<file path="src/rtl/ddr_burst_arbiter_if.sv">
// ddr_burst_arbiter_if: requester-side and MIG app-side bundle; master = arbiter, slave = requesters + MIG
interface ddr_burst_arbiter_if #(
  parameter int NUM_CH = 3,
  parameter int DDR_DATA_WIDTH = 128,
  parameter int DDR_ADDR_WIDTH = 28,
  parameter int LEN_WIDTH = 10
);
  logic init_calib_complete;
  logic [NUM_CH-1:0] ch_rd_req;
  logic [NUM_CH-1:0] ch_wr_req;
  logic [NUM_CH*DDR_ADDR_WIDTH-1:0] ch_addr;
  logic [NUM_CH*LEN_WIDTH-1:0] ch_len;
  logic [NUM_CH*DDR_DATA_WIDTH-1:0] ch_wr_data;
  logic [NUM_CH-1:0] ch_grant;
  logic [NUM_CH-1:0] ch_wr_data_req;
  logic [DDR_DATA_WIDTH-1:0] ch_rd_data;
  logic [NUM_CH-1:0] ch_rd_data_valid;
  logic [NUM_CH-1:0] ch_done;
  logic app_en;
  logic [2:0] app_cmd;
  logic [DDR_ADDR_WIDTH-1:0] app_addr;
  logic app_wdf_wren;
  logic app_wdf_end;
  logic [DDR_DATA_WIDTH-1:0] app_wdf_data;
  logic [DDR_DATA_WIDTH/8-1:0] app_wdf_mask;
  logic app_rdy;
  logic app_wdf_rdy;
  logic app_rd_data_valid;
  logic [DDR_DATA_WIDTH-1:0] app_rd_data;
  modport master (
    input init_calib_complete, ch_rd_req, ch_wr_req, ch_addr, ch_len, ch_wr_data,
    input app_rdy, app_wdf_rdy, app_rd_data_valid, app_rd_data,
    output ch_grant, ch_wr_data_req, ch_rd_data, ch_rd_data_valid, ch_done,
    output app_en, app_cmd, app_addr, app_wdf_wren, app_wdf_end, app_wdf_data, app_wdf_mask
  );
  modport slave (
    output init_calib_complete, ch_rd_req, ch_wr_req, ch_addr, ch_len, ch_wr_data,
    output app_rdy, app_wdf_rdy, app_rd_data_valid, app_rd_data,
    input ch_grant, ch_wr_data_req, ch_rd_data, ch_rd_data_valid, ch_done,
    input app_en, app_cmd, app_addr, app_wdf_wren, app_wdf_end, app_wdf_data, app_wdf_mask
  );
endinterface

</file>
<file path="src/rtl/ddr_burst_arbiter.sv">
// ddr_burst_arbiter: round-robin N-channel burst front-end for the MIG app interface
// define DDR_ARB_FIXED_PRIO_EN for fixed lowest-index-wins priority instead of round-robin
module ddr_burst_arbiter #(
  parameter int NUM_CH = 3,
  parameter int DDR_DATA_WIDTH = 128,
  parameter int DDR_ADDR_WIDTH = 28,
  parameter int LEN_WIDTH = 10,
  parameter int ADDR_STEP = 8
) (
  input logic clk,
  input logic rst,
  ddr_burst_arbiter_if.master bus
);
  localparam int PW = NUM_CH > 1 ? $clog2(NUM_CH) : 1;
  localparam int CW = LEN_WIDTH + 1;
  localparam logic [2:0] IDLE = 3'd0, ARB = 3'd1, RD = 3'd2, WR = 3'd3, DONE = 3'd4;
  logic [2:0] state;
  logic [PW-1:0] rr, owner, win;
  logic [DDR_ADDR_WIDTH-1:0] addr;
  logic [LEN_WIDTH-1:0] len;
  logic [CW-1:0] cmd_cnt, ret_cnt;
  logic [NUM_CH-1:0] req, grant, rd_valid, owner_oh, win_oh;
  logic [DDR_DATA_WIDTH-1:0] rd_data;
  logic more, rd_acc, wr_acc, ret;
  assign req = bus.ch_rd_req | bus.ch_wr_req;
  assign owner_oh = NUM_CH'(1) << owner;
  assign win_oh = NUM_CH'(1) << win;
`ifdef DDR_ARB_FIXED_PRIO_EN
  always_comb begin
    win = '0;
    for (int i = NUM_CH - 1; i >= 0; i--)
      if (req[i]) win = PW'(i);
  end
`else
  // scan farthest-first so the nearest requester after rr overwrites last
  always_comb begin
    win = '0;
    for (int i = NUM_CH - 1; i >= 0; i--)
      if (req[(int'(rr) + i) % NUM_CH]) win = PW'((int'(rr) + i) % NUM_CH);
  end
`endif
  assign more = cmd_cnt < CW'(len);
  assign rd_acc = state == RD && more && bus.app_rdy;
  assign wr_acc = state == WR && more && bus.app_rdy && bus.app_wdf_rdy;
  assign ret = state == RD && bus.app_rd_data_valid;
  assign bus.app_en = (state == RD || state == WR) && more;
  assign bus.app_cmd = state == RD && more ? 3'b001 : 3'b000;
  assign bus.app_addr = addr;
  assign bus.app_wdf_wren = state == WR && more;
  assign bus.app_wdf_end = state == WR && more;
  assign bus.app_wdf_mask = '0;
  assign bus.app_wdf_data = state == WR ? bus.ch_wr_data[owner*DDR_DATA_WIDTH +: DDR_DATA_WIDTH] : '0;
  assign bus.ch_wr_data_req = wr_acc ? owner_oh : '0;
  assign bus.ch_grant = grant;
  assign bus.ch_rd_data = rd_data;
  assign bus.ch_rd_data_valid = rd_valid;
  assign bus.ch_done = state == DONE ? owner_oh : '0;
  always_ff @(posedge clk or negedge rst) begin
    if (!rst) begin
      state <= IDLE;
      rr <= '0;
      owner <= '0;
      addr <= '0;
      len <= '0;
      cmd_cnt <= '0;
      ret_cnt <= '0;
      grant <= '0;
      rd_valid <= '0;
      rd_data <= '0;
    end else begin
      rd_valid <= ret ? owner_oh : '0;
      if (ret) rd_data <= bus.app_rd_data;
      case (state)
        IDLE: if (bus.init_calib_complete && |req) state <= ARB;
        ARB: begin
          if (|req) begin
            owner <= win;
            rr <= win == PW'(NUM_CH - 1) ? '0 : win + 1'b1;
            addr <= bus.ch_addr[win*DDR_ADDR_WIDTH +: DDR_ADDR_WIDTH];
            len <= bus.ch_len[win*LEN_WIDTH +: LEN_WIDTH];
            grant <= win_oh;
            cmd_cnt <= '0;
            ret_cnt <= '0;
            state <= bus.ch_len[win*LEN_WIDTH +: LEN_WIDTH] == '0 ? DONE : bus.ch_rd_req[win] ? RD : WR;
          end else state <= IDLE;
        end
        RD: begin
          if (rd_acc) begin
            addr <= addr + DDR_ADDR_WIDTH'(ADDR_STEP);
            cmd_cnt <= cmd_cnt + 1'b1;
          end
          if (ret) begin
            ret_cnt <= ret_cnt + 1'b1;
            if (ret_cnt + 1'b1 == CW'(len)) state <= DONE;
          end
        end
        WR: if (wr_acc) begin
          addr <= addr + DDR_ADDR_WIDTH'(ADDR_STEP);
          cmd_cnt <= cmd_cnt + 1'b1;
          if (cmd_cnt + 1'b1 == CW'(len)) state <= DONE;
        end
        DONE: begin
          grant <= '0;
          state <= IDLE;
        end
        default: state <= IDLE;
      endcase
    end
  end
endmodule

</file>
<file path="src/flat_wrapper.sv">
// flat-port wrapper written by rule: the top's interface ports become plain ports
module ddr_burst_arbiter_flat 
#(
  parameter int NUM_CH = 3,
  parameter int DDR_DATA_WIDTH = 128,
  parameter int DDR_ADDR_WIDTH = 28,
  parameter int LEN_WIDTH = 10,
  parameter int ADDR_STEP = 8
)
  (clk, rst, bus_init_calib_complete, bus_ch_rd_req, bus_ch_wr_req, bus_ch_addr, bus_ch_len, bus_ch_wr_data, bus_app_rdy, bus_app_wdf_rdy, bus_app_rd_data_valid, bus_app_rd_data, bus_ch_grant, bus_ch_wr_data_req, bus_ch_rd_data, bus_ch_rd_data_valid, bus_ch_done, bus_app_en, bus_app_cmd, bus_app_addr, bus_app_wdf_wren, bus_app_wdf_end, bus_app_wdf_data, bus_app_wdf_mask);
  ddr_burst_arbiter_if #(.NUM_CH(NUM_CH), .DDR_DATA_WIDTH(DDR_DATA_WIDTH), .DDR_ADDR_WIDTH(DDR_ADDR_WIDTH), .LEN_WIDTH(LEN_WIDTH)) bus_i ();
  input logic clk;
  input logic rst;
  input wire logic [$bits(bus_i.init_calib_complete)-1:0] bus_init_calib_complete;
  input wire logic [$bits(bus_i.ch_rd_req)-1:0] bus_ch_rd_req;
  input wire logic [$bits(bus_i.ch_wr_req)-1:0] bus_ch_wr_req;
  input wire logic [$bits(bus_i.ch_addr)-1:0] bus_ch_addr;
  input wire logic [$bits(bus_i.ch_len)-1:0] bus_ch_len;
  input wire logic [$bits(bus_i.ch_wr_data)-1:0] bus_ch_wr_data;
  input wire logic [$bits(bus_i.app_rdy)-1:0] bus_app_rdy;
  input wire logic [$bits(bus_i.app_wdf_rdy)-1:0] bus_app_wdf_rdy;
  input wire logic [$bits(bus_i.app_rd_data_valid)-1:0] bus_app_rd_data_valid;
  input wire logic [$bits(bus_i.app_rd_data)-1:0] bus_app_rd_data;
  output wire logic [$bits(bus_i.ch_grant)-1:0] bus_ch_grant;
  output wire logic [$bits(bus_i.ch_wr_data_req)-1:0] bus_ch_wr_data_req;
  output wire logic [$bits(bus_i.ch_rd_data)-1:0] bus_ch_rd_data;
  output wire logic [$bits(bus_i.ch_rd_data_valid)-1:0] bus_ch_rd_data_valid;
  output wire logic [$bits(bus_i.ch_done)-1:0] bus_ch_done;
  output wire logic [$bits(bus_i.app_en)-1:0] bus_app_en;
  output wire logic [$bits(bus_i.app_cmd)-1:0] bus_app_cmd;
  output wire logic [$bits(bus_i.app_addr)-1:0] bus_app_addr;
  output wire logic [$bits(bus_i.app_wdf_wren)-1:0] bus_app_wdf_wren;
  output wire logic [$bits(bus_i.app_wdf_end)-1:0] bus_app_wdf_end;
  output wire logic [$bits(bus_i.app_wdf_data)-1:0] bus_app_wdf_data;
  output wire logic [$bits(bus_i.app_wdf_mask)-1:0] bus_app_wdf_mask;
  assign bus_i.init_calib_complete = bus_init_calib_complete;
  assign bus_i.ch_rd_req = bus_ch_rd_req;
  assign bus_i.ch_wr_req = bus_ch_wr_req;
  assign bus_i.ch_addr = bus_ch_addr;
  assign bus_i.ch_len = bus_ch_len;
  assign bus_i.ch_wr_data = bus_ch_wr_data;
  assign bus_i.app_rdy = bus_app_rdy;
  assign bus_i.app_wdf_rdy = bus_app_wdf_rdy;
  assign bus_i.app_rd_data_valid = bus_app_rd_data_valid;
  assign bus_i.app_rd_data = bus_app_rd_data;
  assign bus_ch_grant = bus_i.ch_grant;
  assign bus_ch_wr_data_req = bus_i.ch_wr_data_req;
  assign bus_ch_rd_data = bus_i.ch_rd_data;
  assign bus_ch_rd_data_valid = bus_i.ch_rd_data_valid;
  assign bus_ch_done = bus_i.ch_done;
  assign bus_app_en = bus_i.app_en;
  assign bus_app_cmd = bus_i.app_cmd;
  assign bus_app_addr = bus_i.app_addr;
  assign bus_app_wdf_wren = bus_i.app_wdf_wren;
  assign bus_app_wdf_end = bus_i.app_wdf_end;
  assign bus_app_wdf_data = bus_i.app_wdf_data;
  assign bus_app_wdf_mask = bus_i.app_wdf_mask;
  ddr_burst_arbiter #(.NUM_CH(NUM_CH), .DDR_DATA_WIDTH(DDR_DATA_WIDTH), .DDR_ADDR_WIDTH(DDR_ADDR_WIDTH), .LEN_WIDTH(LEN_WIDTH), .ADDR_STEP(ADDR_STEP)) u_core (.clk(clk), .rst(rst), .bus(bus_i));
endmodule
</file>
<file path="config.mk">
export PLATFORM = sky130hd
export DESIGN_NAME = ddr_burst_arbiter_flat
export DESIGN_NICKNAME = d
export VERILOG_FILES = /design/src/rtl/ddr_burst_arbiter_if.sv /design/src/rtl/ddr_burst_arbiter.sv /design/src/flat_wrapper.sv
export SDC_FILE = /design/constraint.sdc
export NUM_CORES = 1
export LEC_CHECK = 0
export BUFFER_PORTS_ARGS = -buffer_cell sky130_fd_sc_hd__buf_2
export CAP_MARGIN = 15
export CELL_PAD_IN_SITES_DETAIL_PLACEMENT = 0
export CELL_PAD_IN_SITES_GLOBAL_PLACEMENT = 1
export CORE_AREA = 2 2 377 379
export DETAILED_ROUTE_END_ITERATION = 12
export DIE_AREA = 0 0 379 381
export GPL_ROUTABILITY_DRIVEN = 0
export PLACE_DENSITY_LB_ADDON = 0.1
export SLEW_MARGIN = 20
export SYNTH_ARGS = -nofsm -noshare
export SYNTH_HDL_FRONTEND = slang
export SYNTH_SLANG_ARGS = --single-unit
</file>
<file path="constraint.sdc">
create_clock -name clk -period 2.8 [get_ports clk]
set_clock_uncertainty 0.15 [all_clocks]
set_input_delay 0.42 -clock clk [delete_from_list [all_inputs] [get_ports clk]]
set_output_delay 0.42 -clock clk [all_outputs]
set_load 0.02 [all_outputs]
</file>
==> impl_results.md, run 1 <==
* Status: finished with violations
* Failing checks: setup timing
* Clock power share at 0.158
* Top cells by area, synth: dfrtp_1 (37%), nand2_1 (12%), mux2i_1 (12%)
* Syn Inst Count at 1823
* Hold_ws at 0.0423 ns
* Max Fclk at 0.306 GHz
* First-pass GRT wire length at 158000 um
* Most frequent cell after synthesis: nand2_1
* Hold crit path type: in2reg
* # H-tree levels at 1
* Power density over the cells at 980 nW/um2
* Vias in the first global route at 19300
* Final slew viol count at 0
* Area Overhead vs Synth at 100%
* Switching Share at 0.471
* Max VDD drop at 486 uV
* IO Pins at 956
* Initial Util at 0.0964
* Least-Margin Pin Slew at 0.682 ns
* Initial antenna violation count at 104
* Pre-antenna DRT Iters at 5
* Fraction of layout cells with a size suffix above 1 at 0.472
* Post-Syn Area at 13600 um2
* RSZ-0062 raised after global routing: true
* Total gr overflow at 0
* Sequential element share of the synthesized area at 0.371
* Yosys top cell area share at 0.371
* Largest net degree at the start of global routing at 73
* Gr usage total at 0.156
* Fin crit period at 3.27 ns
* Final worst slack at -0.473 ns
* Final hold vios at 0
* Switch Pwr at 0.0125 W
* Die W at 379 um
* Post-Route Utilization at 0.193
* Combinational power share at 0.653
* Maxcap violations at 0
* NumNets Final at 3658
* DP Worst Slack at -0.310 ns
* Yosys warns at 0
* Root Driver: clkbuf_16
* Setup violations, final at 131
* Routed wire per std cell at 24.2 um
* Die area at 144000 um2
* Post-Syn Area per Cell at 7.43 um2
* Area leader, netlist: dfrtp_1
* Synth Register Bits at 201
* Longest Clk Path Bufs at 3
* WP data required at 2.23 ns
* CTS tree: done
* Core Area at 141000 um2
* Vias/cell at 3.73
* Post-route ant nets at 0
* Port bufs at 937
* Worst setup path class: reg2out
* Clock latency on the worst-skew pair at 0.62 ns
* CTS buffer count at 30
* EDFF count, synth at 0
* Clk slew on worst S/H paths at 0.06 ns
* Final worst path period share at 1.17
* Starting DRT DRC Count at 901
* Worst Path Max Fanout at 3
* Top cells by count, synth: nand2_1 (446), nor2_1 (335), dfrtp_1 (201)
* Int Power at 0.0141 W
* Post-synth cell types at 69
* Rows at 138
* Leakage power at 12.8 nW
* Ys flop type: dfrtp_1
* CP endpoint kind: output pin
* Critical path launch point type: flop
* Die H at 381 um
* Sequential power share at 0.189
* HPWL after detailed placement at 90900 um
* CTS sink count at 201
* Synth async-reset ratio at 1.00
* Final WL at 120000 um
* Routed via count at 18500
* Slew headroom at 0.545
* Residual DRC count at 0
* Crit path arrival time at 2.70 ns
## kinds of logic (layout without fill, tap and decap cells)
logic type               Yosys count  count (layout)  share of synthesized area
buffers and inverters            168            1355                     0.0531
multiplexers                     168             168                      0.124
adder cells (fa/ha/maj)           16              16                     0.0148
XOR/XNOR                          27              27                     0.0175
other                              1              70                   0.000277
flip-flops                       201             201                      0.371
AO/OA/AOI/OAI                    354             354                      0.153
AND/OR/NAND/NOR                  888             888                      0.266
## per-layer routing
metal  GRT usage  share of wire  wire length (um)
met1       0.161           0.36             42900
met2       0.276           0.51             61100
met3      0.0463          0.077              9270
met4      0.0947          0.055              6640
met5           0        0.00099               119
## worst max-delay path: stages, from the launching register on
cell and delay [ns]:
dfrtp_1 0.39, ha_1 0.33, a21o_1 0.22, a211oi_4 0.28, nand2_2 0.09, or3_4 0.35, buf_6 0.15, nor3_4 0.13
buf_6 0.14
## power by group through the flow
stage | combinational (W) | sequential [W] | clock (W)
after detailed placement | 0.0131 | 0.00506 | 0
after global placement | 0.0131 | 0.00508 | 0
after global routing | 0.0186 | 0.00522 | 0.00456
after CTS | 0.0170 | 0.00502 | 0.00449
final | 0.0174 | 0.00503 | 0.00421
after floorplan | 0.00622 | 0.00625 | 0
## final timing paths
| check | start | end | slack [ns] | depth (start not counted) |
|---|---|---|---|---|
| min reg2reg | u_core.bus.ch_rd_data[97]$_DFFE_PN0P_ | u_core.bus.ch_rd_data[97]$_DFFE_PN0P_ | 0.32 | 2 |
| max reg2reg | u_core.rr[1]$_DFFE_PN0P_ | u_core.len[0]$_DFFE_PN0P_ | -0.16 | 11 |
| min in group asynchronous | rst | u_core.bus.ch_rd_data[67]$_DFFE_PN0P_ | 0.19 | 2 |
| max | u_core.cmd_cnt[8]$_DFFE_PN0P_ | bus_ch_wr_data_req[0] | -0.47 | 8 |
| max in group asynchronous | rst | u_core.bus.ch_rd_data[3]$_DFFE_PN0P_ | 1.43 | 3 |
| min | bus_ch_addr[80] | u_core.bus.app_addr[24]$_DFFE_PN0P_ | 0.04 | 5 |
## area by class of cell
| type | instances | area, um2 |
|---|---|---|
| timing repair buffer | 1283 | 9460 |
| clock buffer | 38 | 801 |
| antenna | 52 | 130 |
| inverter | 17 | 63.8 |
| clock inverter | 17 | 273 |
| multi-input combinational | 1471 | 9020 |
| tap | 1890 | 2360 |
| fill | 16100 | 113000 |
| sequential | 201 | 5040 |
## cell usage in the layout, fill, tap and decap left out, types with 7 or more instances in the layout
cell type | Yosys | routed
a211oi_2 | 2 | 13
a21o_1 | 13 | 13
a21oi_1 | 186 | 85
a21oi_2 | 1 | 92
a21oi_4 | 0 | 10
a31oi_1 | 9 | 7
and3_1 | 13 | 13
buf_12 | 0 | 42
buf_16 | 0 | 34
buf_2 | 5 | 802
buf_4 | 22 | 217
buf_6 | 0 | 35
buf_8 | 0 | 13
clkbuf_16 | 0 | 33
conb_1 | 1 | 18
dfrtp_1 | 201 | 198
diode_2 | 0 | 52
dlygate4sd3_1 | 0 | 137
ha_1 | 16 | 10
inv_1 | 17 | 13
mux2i_1 | 165 | 135
mux2i_2 | 0 | 17
mux2i_4 | 0 | 13
nand2_1 | 446 | 443
nand2b_1 | 8 | 7
nand3_1 | 38 | 35
nand4_1 | 7 | 7
nor2_1 | 335 | 313
nor2_2 | 2 | 12
nor2_4 | 1 | 13
o21ai_0 | 63 | 59
o22ai_1 | 13 | 11
o31ai_1 | 7 | 7
xnor2_1 | 18 | 18
xor2_1 | 9 | 9
## repair_timing
action                                  in CTS  in global routing
endpoints found under the setup margin     149                173
hold endpoints to repair                   190                  0
setup buffers                               54                 20
gates cloned                                39                  4
hold buffers                               137                  0
resized for setup                          383                142
pin swaps                                  115                 99
## registers in the layout (all words and copies together) (netlist names)
name                         count
u_core.bus.ch_rd_data          128
u_core.bus.app_addr             28
u_core.cmd_cnt                  11
u_core.ret_cnt                  11
u_core.len                      10
u_core.bus.ch_grant              3
u_core.bus.ch_rd_data_valid      3
u_core.state                     3
u_core.owner                     2
u_core.rr                        2
## through the flow
step           instances  TNS [ns]  instance area [um2]  power, W
2_1_floorplan       1840         0                13600    0.0125
3_3_place_gp        4631    -0.590                21200    0.0182
3_5_place_dp        4631    -0.899                21200    0.0181
4_1_cts             4913    -24.86                26500    0.0265
5_1_grt             4962    -27.12                27100    0.0284
6_report            4969     -9.89                27100    0.0266
(Power assumes the default switching activity.)
==> run 2, diff against run 1 <==
--- a/config.mk
+++ b/config.mk
@@ -13,6 +13,7 @@
 export DETAILED_ROUTE_END_ITERATION = 12
 export DIE_AREA = 0 0 379 381
 export GPL_ROUTABILITY_DRIVEN = 0
+export HOLD_SLACK_MARGIN = 0.05
 export PLACE_DENSITY_LB_ADDON = 0.1
 export SLEW_MARGIN = 20
 export SYNTH_ARGS = -nofsm -noshare
==> impl_results.md, run 2 (same netlist as run 1, synthesis figures left out) <==
* Final slew viol count at 0 (unchanged)
* Rows at 138 (unchanged)
* Area Overhead vs Synth at 101%
* Die W at 379 um (unchanged)
* Residual DRC count at 0 (unchanged)
* Vias/cell at 3.73 (about the same)
* CP endpoint kind: output pin
* Vias in the first global route at 19300 (+0.25%)
* Tot Pwr at 0.0266 W (about the same)
* Slew headroom at 0.546 (+0.000695)
* DP Worst Slack at -0.310 ns (unchanged)
* Crit path arrival time at 2.70 ns (about the same)
* IO Pins at 956 (unchanged)
* Die area at 144000 um2 (unchanged)
* NumNets Final at 3671 (+0.36%)
* Hold crit path type: in2reg
* Starting DRT DRC Count at 934 (+3.7%)
* Final instance area at 27300 um2 (+0.52%)
* Max VDD drop at 488 uV (+0.34%)
* Gr usage total at 0.156 (about the same)
* Worst setup path class: reg2out
* WP data required at 2.23 ns (about the same)
* CTS buffer count at 30 (unchanged)
* Critical path launch point type: flop
* HPWL after detailed placement at 90900 um (unchanged)
* Largest net degree at the start of global routing at 73 (unchanged)
* Fraction of layout cells with a size suffix above 1 at 0.470 (-0.00202)
* Post-route ant nets at 0 (unchanged)
* Pre-antenna DRT Iters at 5 (unchanged)
* Initial antenna violation count at 103 (-0.96%)
* CTS tree: done
* Power density over the cells at 976 nW/um2 (-0.49%)
* Root Driver: clkbuf_16
* Setup violations, final at 133 (+1.5%)
* # H-tree levels at 1 (unchanged)
* Leakage power at 12.8 nW (+0.43%)
* RSZ-0062 raised after global routing: true
* Port bufs at 937 (unchanged)
* Status: finished with violations
* Max reg flops at 128 (unchanged)
* Final hold vios at 0 (unchanged)
* Longest Clk Path Bufs at 3 (unchanged)
* Dpl cell area at 21200 um2 (unchanged)
* Worst Path Max Fanout at 3 (unchanged)
* Final worst path period share at 1.17 (-0.00238)
* Final worst slack at -0.467 ns (+0.00666 ns)
* Routed via count at 18600 (+0.42%)
* Max Fclk at 0.306 GHz (+0.20%)
* Core Area at 141000 um2 (unchanged)
* Total gr overflow at 0 (unchanged)
* Clock latency on the worst-skew pair at 0.62 ns (about the same)
* Final std cells w/o fill at 4986 (+0.34%)
* Final WL at 120000 um (about the same)
* First-pass GRT wire length at 159000 um (about the same)
* Dpl cells at 4631 (unchanged)
* Commonest cells after routing, fill and taps aside: buf_2 (802), nand2_1 (443), nor2_1 (313)
* Least-Margin Pin Slew at 0.681 ns (-0.00104 ns)
* Routed wire per std cell at 24.1 um (-0.27%)
* Initial Util at 0.0964 (unchanged)
* CTS sink count at 201 (unchanged)
* Fin crit period at 3.27 ns (-0.00666 ns)
* Failing checks: setup timing
* Die H at 381 um (unchanged)
* Commonest non-fill, non-tap cell in the layout: buf_2
* Maxcap violations at 0 (unchanged)
* Post-Route Utilization at 0.194 (+0.000997)
* Clk slew on worst S/H paths at 0.06 ns (about the same)
run 2: changes by cell type in the layout (fill, tap and decap cells not counted), sizes merged:
cell | before | now
diode | 52 | 56
dlygate4sd3 | 137 | 150
run 2: path summary, 6_finish.rpt:
path                                                  startpoint                               endpoint  slack, ns  depth (start not counted)
max reg2reg                             u_core.rr[1]$_DFFE_PN0P_              u_core.len[0]$_DFFE_PN0P_      -0.16                         11
min reg2reg                u_core.bus.ch_rd_data[97]$_DFFE_PN0P_  u_core.bus.ch_rd_data[97]$_DFFE_PN0P_       0.32                          2
max in group asynchronous                                    rst   u_core.bus.ch_rd_data[3]$_DFFE_PN0P_       1.43                          3
max                                u_core.cmd_cnt[8]$_DFFE_PN0P_                  bus_ch_wr_data_req[0]      -0.47                          8
min                                              bus_ch_addr[81]    u_core.bus.app_addr[25]$_DFFE_PN0P_       0.08                          5
min in group asynchronous                                    rst  u_core.bus.ch_rd_data[67]$_DFFE_PN0P_       0.19                          2
run 2: layout make-up:
cell class / instances / area [um2]
Fill cell: 16100 / 113000
Tap cell: 1890 / 2360
Antenna cell: 56 / 140
Multi-Input combinational cell: 1471 / 9020
Clock inverter: 17 / 273
Clock buffer: 38 / 801
Sequential cell: 201 / 5040
Timing Repair Buffer: 1296 / 9590
Inverter: 17 / 63.8
run 2: timing repair:
action	4_1_cts	5_1_grt
setup buffers	54	20
resized for setup	383	142
hold endpoints to repair	200	0
endpoints found under the setup margin	149	173
pin swaps	115	99
hold buffers	150	0
cloned	39	4
run 2: routing by layer:
layer | vias to the layer above | routed length, um | global-route usage
met5 | - | 120 | 0
met4 | 20 | 6790 | 0.0947
met3 | 237 | 9330 | 0.0463
met2 | 832 | 60900 | 0.276
met1 | 8934 | 43000 | 0.162
li1 | 8581 | - | -
run 2: metrics by stage:
| step | hold slack (ns) | setup TNS, ns |
|---|---|---|
| floorplan | -0.0256 | 0 |
| global placement | 0.305 | -0.590 |
| detailed placement | 0.307 | -0.899 |
| CTS | 0.0515 | -24.86 |
| global route | 0.0587 | -27.08 |
| finish | 0.0758 | -10.08 |
run 2: power by group:
part	leakage (nW)	switching, W	internal, W	total (W)
Combinational	9.79	0.0100	0.00737	0.0174
Clock	0.520	0.00164	0.00258	0.00422
Sequential	2.51	0.000871	0.00416	0.00503
Total	12.8	0.0125	0.0141	0.0266
run 2: critical path: stages (launching register included):
cell and delay [ns]:
dfrtp_1 0.39, ha_1 0.34, a21o_1 0.22, a211oi_4 0.28, nand2_2 0.09, or3_4 0.35, buf_6 0.15, nor3_4 0.12
buf_6 0.14
==> run 3, diff against run 2 <==
--- a/config.mk
+++ b/config.mk
@@ -15,6 +15,7 @@
 export GPL_ROUTABILITY_DRIVEN = 0
 export HOLD_SLACK_MARGIN = 0.05
 export PLACE_DENSITY_LB_ADDON = 0.1
+export RECOVER_POWER = 25
 export SLEW_MARGIN = 20
 export SYNTH_ARGS = -nofsm -noshare
 export SYNTH_HDL_FRONTEND = slang
==> impl_results.md, run 3 (same netlist as run 1, synthesis figures left out) <==
* Status: finished with violations
* Failing checks: capacitance limit, slew limit, setup timing
* Final std cells w/o fill at 4984 (-0.040%)
* Initial Util at 0.0964 (unchanged)
* RSZ-0062 raised after global routing: true
* Worst Path Max Fanout at 3 (unchanged)
* Routed via count at 18600 (-0.038%)
* Maxcap violations at 1 (+1)
* CTS tree: done
* Total Neg Setup Slack at -9.72 ns (+0.354 ns)
* Max VDD drop at 486 uV (-0.24%)
* Slew headroom at -0.358 (-0.904)
* Max Fclk at 0.306 GHz (about the same)
* Area Overhead vs Synth at 101%
* Routed wire per std cell at 24.1 um (about the same)
* CP endpoint kind: output pin
* NumNets Final at 3671 (unchanged)
* Leakage power at 12.8 nW (about the same)
* Rows at 138 (unchanged)
* CTS buffer count at 30 (unchanged)
* Max reg flops at 128 (unchanged)
* Port bufs at 937 (unchanged)
* Dpl cells at 4631 (unchanged)
* Initial antenna violation count at 103 (unchanged)
* Die area at 144000 um2 (unchanged)
* Commonest non-fill, non-tap cell in the layout: buf_2
* Launch point of the worst reg-to-reg path: u_core.rr[1]$_DFFE_PN0P_
* Worst setup path class: reg2out
* Residual DRC count at 0 (unchanged)
* R2r setup slk at -0.15 ns (about the same)
* Core Area at 141000 um2 (unchanged)
* Setup violations, final at 130 (-2.3%)
* WP data required at 2.23 ns (about the same)
* Fraction of layout cells with a size suffix above 1 at 0.470 (unchanged)
* Clk slew on worst S/H paths at 0.06 ns (about the same)
* Commonest cells after routing, fill and taps aside: buf_2 (802), nand2_1 (443), nor2_1 (313)
* Hold crit path type: in2reg
* Hold wc startpoint: bus_ch_addr[81]
* Final hold vios at 0 (unchanged)
* IO Pins at 956 (unchanged)
* Vias in the first global route at 19300 (unchanged)
* HPWL after detailed placement at 90900 um (unchanged)
* Gr usage total at 0.156 (unchanged)
* Final worst path period share at 1.17 (about the same)
* Critical path launch point type: flop
* Clock latency on the worst-skew pair at 0.62 ns (about the same)
* Pre-antenna DRT Iters at 4 (-1)
* Post-route ant nets at 0 (unchanged)
* CTS sink count at 201 (unchanged)
* Starting DRT DRC Count at 929 (-0.54%)
* Least-Margin Pin Slew at 2.04 ns (+1.36 ns)
* Vias/cell at 3.73 (about the same)
* # fillers at 16100 (+0.031%)
* Power density over the cells at 977 nW/um2 (+0.12%)
* Root Driver: clkbuf_16
* Fin crit period at 3.27 ns (-0.00122 ns)
* # H-tree levels at 1 (unchanged)
* Final WL at 120000 um (about the same)
* Die W at 379 um (unchanged)
* Final worst slack at -0.465 ns (+0.00122 ns)
* First-pass GRT wire length at 159000 um (unchanged)
* Largest net degree at the start of global routing at 73 (unchanged)
* Tot Pwr at 0.0266 W (about the same)
* Total gr overflow at 0 (unchanged)
* Die H at 381 um (unchanged)
* Longest Clk Path Bufs at 3 (unchanged)
* Final slew viol count at 61 (+61)
* Worst setup path start: u_core.cmd_cnt[8]$_DFFE_PN0P_
* Crit path arrival time at 2.70 ns (about the same)
## run 3: cell types whose count changed in the layout (fill, tap and decap cells not counted), sizes merged
cell	before	now
buf	1143	1139
clkbuf	41	45
diode	56	54
## run 3: final timing paths
kind,to,cells past startpoint
setup reg to reg,u_core.len[0]$_DFFE_PN0P_,11
max in group asynchronous,u_core.owner[0]$_DFFE_PN0P_,3
min in group asynchronous,u_core.bus.ch_rd_data[79]$_DFFE_PN0P_,2
hold reg to reg,u_core.bus.ch_rd_data[97]$_DFFE_PN0P_,2
setup / recovery,bus_ch_wr_data_req[0],8
hold / removal,u_core.bus.app_addr[25]$_DFFE_PN0P_,5
## run 3: power breakdown
part           internal [W]  leakage (nW)  switching [W]  total [W]
clock               0.00258         0.520        0.00163    0.00421
sequential          0.00416          2.51       0.000873    0.00503
combinational       0.00736          9.78         0.0100     0.0174
## run 3: through the flow
| stage | area (um2) | hold slack (ns) | worst slack [ns] | util |
|---|---|---|---|---|
| floorplan | 13600 | -0.0256 | 0.00617 | - |
| global placement | 21200 | 0.305 | -0.269 | 0.151 |
| detailed placement | 21200 | 0.307 | -0.310 | 0.151 |
| CTS | 26700 | 0.0515 | -0.585 | 0.190 |
| global route | 27200 | 0.0587 | -0.605 | 0.194 |
| finish | 27200 | 0.0759 | -0.465 | 0.194 |
## run 3: per-layer routing
metal  wire length, um  share of wire  vias to the layer above  GRT usage
li1                  -              -                     8576          -
met1             43000           0.36                     8952      0.162
met2             61200           0.51                      816      0.276
met3              9200          0.077                      233     0.0463
met4              6640          0.055                       20     0.0947
met5               126         0.0010                        -          0
## run 3: layout make-up
type	instances	area (um2)	share of cell area
antenna	54	135	0.00496
clock buffer	38	801	0.0294
clock inverter	17	273	0.0100
inverter	17	63.8	0.00234
multi-input combinational	1471	9020	0.331
sequential	201	5040	0.185
tap	1890	2360	0.0868
timing repair buffer	1296	9550	0.351
## run 3: timing repair
| item | 4_1_cts | 5_1_grt |
|---|---|---|
| buffers inserted | 54 | 20 |
| gates cloned | 39 | 4 |
| pin swaps | 115 | 99 |
| endpoints found under the setup margin | 149 | 173 |
| hold buffers | 150 | 0 |
| endpoints found under the hold margin | 200 | 0 |
| resized for setup | 383 | 142 |
## run 3: worst max-delay path, stage by stage (launching register included)
cell,delay (ns)
dfrtp_1,0.39
ha_1,0.34
a21o_1,0.22
a211oi_4,0.28
nand2_2,0.09
or3_4,0.35
buf_6,0.15
nor3_4,0.12
buf_6,0.14
